[src/rtl/cpu_pkg.sv]
`default_nettype none
// ============================================================================
// Module      : cpu_pkg
// Description : Shared CPU datapath widths, register-zero index and the ALU
//               status flag layout used by the ALU wrapper and register file.
// Revision    : 1.0 - initial release
// ============================================================================
package cpu_pkg;

    localparam int DATA_W   = 32;
    localparam int ADDR_W   = 5;
    localparam int FLAG_W   = 4;
    localparam int NUM_REGS = 2 ** ADDR_W;
    localparam int REG_ZERO = 0;

    // Bit order is fixed: {carryout, zero, overflow, negative}, MSB first.
    typedef struct packed {
        logic carryout;
        logic zero;
        logic overflow;
        logic negative;
    } alu_flags_t;

endpackage : cpu_pkg
`default_nettype wire

[src/rtl/alu_status_reg.sv]
`default_nettype none
// ============================================================================
// Module      : alu_status_reg
// Description : ALU status flag register with synchronous active-low clear
//               and load enable. Clear has priority over load.
// Revision    : 1.0 - initial release
// ============================================================================
module alu_status_reg
    import cpu_pkg::*;
#(
    parameter int FLAG_W = cpu_pkg::FLAG_W
) (
    input  logic              clk,
    input  logic              reset_n,
    input  logic              i_load,
    input  logic [FLAG_W-1:0] i_flags,
    output logic [FLAG_W-1:0] o_flags
);

    logic [FLAG_W-1:0] r_flags;

    // Capture flags on load, clear on reset, otherwise hold.
    always_ff @(posedge clk) begin
        if (!reset_n) begin
            r_flags <= '0;
        end else if (i_load) begin
            r_flags <= i_flags;
        end
    end

    assign o_flags = r_flags;

endmodule : alu_status_reg
`default_nettype wire

[src/rtl/reg_file.sv]
`default_nettype none
// ============================================================================
// Module      : reg_file
// Description : 32x32 MIPS general register file. Two combinational read
//               ports with same-cycle write bypass, one write port, register
//               zero hardwired to 0, plus the ALU status flag register.
// Revision    : 1.0 - initial release
// ============================================================================
module reg_file
    import cpu_pkg::*;
#(
    parameter int DATA_W = cpu_pkg::DATA_W,
    parameter int ADDR_W = cpu_pkg::ADDR_W,
    parameter int FLAG_W = cpu_pkg::FLAG_W
) (
    input  logic              clk,
    input  logic              reset_n,
    input  logic [ADDR_W-1:0] rd_addr_a,
    input  logic [ADDR_W-1:0] rd_addr_b,
    output logic [DATA_W-1:0] bus_a,
    output logic [DATA_W-1:0] bus_b,
    input  logic              wr_en,
    input  logic [ADDR_W-1:0] wr_addr,
    input  logic [DATA_W-1:0] wr_data,
    input  logic              flag_we,
    input  logic [FLAG_W-1:0] flag_in,
    output logic [FLAG_W-1:0] flags
);

    localparam int                C_NUM_REGS = 2 ** ADDR_W;
    localparam logic [ADDR_W-1:0] C_REG_ZERO = ADDR_W'(REG_ZERO);

    logic [DATA_W-1:0] r_regs [C_NUM_REGS];

    logic w_wr_live;
    logic w_byp_a;
    logic w_byp_b;

    // A write is only effective outside reset and to a non-zero register;
    // the same qualifier gates the bypass so reset shows pre-clear contents.
    assign w_wr_live = reset_n && wr_en && (wr_addr != C_REG_ZERO);
    assign w_byp_a   = w_wr_live && (wr_addr == rd_addr_a);
    assign w_byp_b   = w_wr_live && (wr_addr == rd_addr_b);

    // Register array: clear every entry on reset, else perform the live write.
    always_ff @(posedge clk) begin
        if (!reset_n) begin
            for (int i = 0; i < C_NUM_REGS; i++) begin
                r_regs[i] <= '0;
            end
        end else if (w_wr_live) begin
            r_regs[wr_addr] <= wr_data;
        end
    end

    // Read muxes: register zero forced low, then bypass, then array contents.
    always_comb begin
        bus_a = r_regs[rd_addr_a];
        bus_b = r_regs[rd_addr_b];
        if (w_byp_a) begin
            bus_a = wr_data;
        end
        if (w_byp_b) begin
            bus_b = wr_data;
        end
        if (rd_addr_a == C_REG_ZERO) begin
            bus_a = '0;
        end
        if (rd_addr_b == C_REG_ZERO) begin
            bus_b = '0;
        end
    end

    alu_status_reg #(
        .FLAG_W (FLAG_W)
    ) u_alu_status_reg (
        .clk     (clk),
        .reset_n (reset_n),
        .i_load  (flag_we),
        .i_flags (flag_in),
        .o_flags (flags)
    );

endmodule : reg_file
`default_nettype wire

[config.mk]
export PLATFORM = sky130hd
export DESIGN_NAME = reg_file
export DESIGN_NICKNAME = d
export VERILOG_FILES = /design/src/rtl/cpu_pkg.sv /design/src/rtl/alu_status_reg.sv /design/src/rtl/reg_file.sv
export SDC_FILE = /design/constraint.sdc
export NUM_CORES = 2
export LEC_CHECK = 0
export ABC_CLOCK_PERIOD_IN_PS = 9000
export CORE_ASPECT_RATIO = 1.2
export CORE_MARGIN = 4
export CORE_UTILIZATION = 55
export CTS_CLUSTER_SIZE = 20
export DETAILED_ROUTE_END_ITERATION = 12
export GPL_TIMING_DRIVEN = 1
export PLACE_DENSITY = 0.76
export SLEW_MARGIN = 15
export SYNTH_ARGS = -nofsm -noshare
export SYNTH_HDL_FRONTEND = slang
export SYNTH_HIERARCHICAL = 1
export SYNTH_SLANG_ARGS = --single-unit
[constraint.sdc]
create_clock -name clk -period 9 [get_ports clk]
set_input_delay 2.25 -clock clk [delete_from_list [all_inputs] [get_ports clk]]
set_output_delay 2.25 -clock clk [all_outputs]
set_load 0.05 [all_outputs]
==> out/metrics.cfg <==
[status]
status = complete, no violations

[clock_network]
cts_max_level = 3
cts_buffer_depth = 3
clk_latency_ns = 0.72
cts_buffers = 103
clk_pin_slew_worst_paths_ns = 0.06
cts.sinks = 1028
holdBufCountCts = 0
cts_resized = 0
post_cts_buffers = 0
root_buffer = clkbuf_16
tritoncts = done

[die]
die_y_um = 358
start_util_pct = 55.3
fp.dieW_um = 300
fp-row-count = 128
dieArea_um2 = 107000
io_pins = 123
fp.coreArea_um2 = 101000

[yosys]
synth_fa_ha_area_share_pct = 0
netlist_area_um2 = 56100
yosysUniqueCellTypes = 66
synth_top_area_cell = edfxtp_1
ys_top_cells_by_area = edfxtp_1 (55%), mux4_2 (12%), and2_1 (11%)
muxShareOfSynthArea_pct = 20.4
synthSimpleGateAreaFrac_pct = 13.3
synth_top_family_by_area = multiplexers
synth-compound-area-share_pct = 7.49
netlist_top_cells_count = edfxtp_1 (1024), and2_1 (994), mux2i_1 (467)
synth_most_common_cell = edfxtp_1
synth_top_area_share_pct = 54.8
synth_xor_area_share_pct = 0.156
async_flop_share_pct = 0
postSynthAreaPerCell_um2 = 13.9
synth_ff_type = edfxtp_1
yosys_warnings = 6
synth-edff-count = 1024
ys_ff_latch = 1028
netlist_instances = 4028
synth-seq-area-share_pct = 55.0

[cells_and_area]
final_util_pct = 61.5
syn_to_final_growth_pct = 11.1
multi_input_area_um2 = 24000
drive_gt1_share_pct = 18.8
finalNonFillerCells = 5486
seq_area_um2 = 30800
design_area_um2 = 62300
fillers = 7487
final_nets = 4075

[global_routing]
grt_pass1_wl_mm = 286
grt_max_degree = 103
gr-total-overflow = 0
grtUsageTotal_pct = 38.0
antenna_found_initial = 16
grt_pass1_vias = 39400

[routing]
wl_per_cell_um = 37.7
dr_total_vias = 40200
drt-initial-drc-count = 6774
routed_via_density = 7.32
postRouteAntennaNets = 0
routed_wl_mm = 207
drc = 0
dr.pass1.iters = 8

[sta]
drv_slew = 0
min_period_ns = 8.39
fin_hold_ws_ns = 0.532
finalSetupViolCount = 0
fmax_mhz = 119
fin_setup_tns_ns = 0
setup_slack_ns = 0.605
hold_viol = 0
rsz0062_at_grt = false
fin_skew_ns = 0
worst_slew_pin_slew_ns = 1.33
maxSlewHeadroom_pct = 10.7
period_share_pct = 93.3

[power]
peakVddDrop_mv = 0.163
total_power_mw = 11.7
power.density_nw_per_um2 = 187
p_leak_nw = 22.1

[place]
placed_area_um2 = 59000
place.gp.congestion = 0.941
dpl.hpwl_mm = 121
pre_cts_ws_ns = 0.771
placed_cells = 5280
place.port_buffers = 122

[min_path]
hold_path.class = reg2reg

[worst_setup_path]
crit_fanout = 18
worstPathRequired_ns = 6.75
end_kind = output port
crit_type = in2out
start_kind = input pin
arrival_ns = 6.14

[job]
maxCapViolCount = 0

==> per-layer routing <==
layer  track usage, %  wire length, um  vias to the layer above
met5            0.584              124                        -
met4             28.0            17900                        8
met3             11.8            30400                      971
met2             57.5            92400                     3849
met1             46.2            65900                    19900
li1                 -                -                    15400
==> final cells by class <==
type | count | share of cell area [%]
repair buffers | 287 | 3.98
clock inverters | 59 | 0.865
clock buffers | 130 | 4.36
well taps | 1365 | 2.74
flip-flops and latches | 1028 | 49.5
diodes | 17 | 0.0683
inverters | 4 | 0.0241
multi-input cells | 2596 | 38.5
==> state kept, by name, summed over array words and instances (netlist names) <==
signal,flops
r_regs,1024
u_alu_status_reg/o_flags,4
==> worst max-delay path, cell delays in order <==
cell and delay, ns:
clkdlybuf4s50_1 0.75, or3_1 0.18, buf_4 0.25, o311ai_1 0.16, nor2_4 0.70, buf_4 0.47
nand2_1 0.12, o41ai_2 0.20, buf_4 0.22, clkdlybuf4s50_1 0.79
==> power by group <==
group	internal (mW)	switching (mW)	leakage, nW
sequential	5.53	0.142	9.78
combinational	0.618	1.10	10.8
clock	2.37	1.91	1.57
==> worst paths after layout <==
path | from | to | slack (ns) | cells after the start
max reg2reg | u_alu_status_reg/o_flags[3]$_SDFFE_PN0P_ | u_alu_status_reg/o_flags[3]$_SDFFE_PN0P_ | 8.40 | 2
max | wr_addr[2] | bus_a[30] | 0.61 | 10
min | u_alu_status_reg/o_flags[0]$_SDFFE_PN0P_ | u_alu_status_reg/o_flags[0]$_SDFFE_PN0P_ | 0.53 | 2
min reg2reg | u_alu_status_reg/o_flags[0]$_SDFFE_PN0P_ | u_alu_status_reg/o_flags[0]$_SDFFE_PN0P_ | 0.53 | 2
==> kinds of logic (layout without fill, tap and decap cells) <==
logic type | after synthesis | in the layout
compound gates | 549 | 549
flops | 1028 | 1028
buf+inv | 435 | 480
xor+xnor | 10 | 10
other cells | 1 | 49
mux | 767 | 767
simple gates | 1238 | 1238
==> layout by cell type, fill, tap and decap left out, types with 8 or more instances in the layout <==
cell type        instances
o21ai_0                 40
nor2b_1                 37
a2111oi_2               24
a221o_1                  9
a32o_1                  32
o221ai_1                34
mux2i_1                467
clkinv_1                24
nand3b_1                 8
a221oi_1                65
clkbuf_16              104
clkdlybuf4s50_1         73
clkbuf_1                24
o21ai_4                 31
a211oi_1                 8
a22oi_1                 31
buf_4                  195
xnor2_1                 10
nor3_1                  43
o21bai_1                37
a211o_1                  8
nand2_1                 23
buf_12                  10
mux4_2                 300
bufinv_16                8
nor3b_1                 10
and2_1                 994
a21oi_1                 51
nor2_4                  34
clkinvlp_4               8
nor2_1                  49
conb_1                  32
a22o_1                  11
o311a_1                 11
o22ai_1                119
diode_2                 17
edfxtp_1              1024
clkinv_2                14
(Power assumes the default switching activity.)
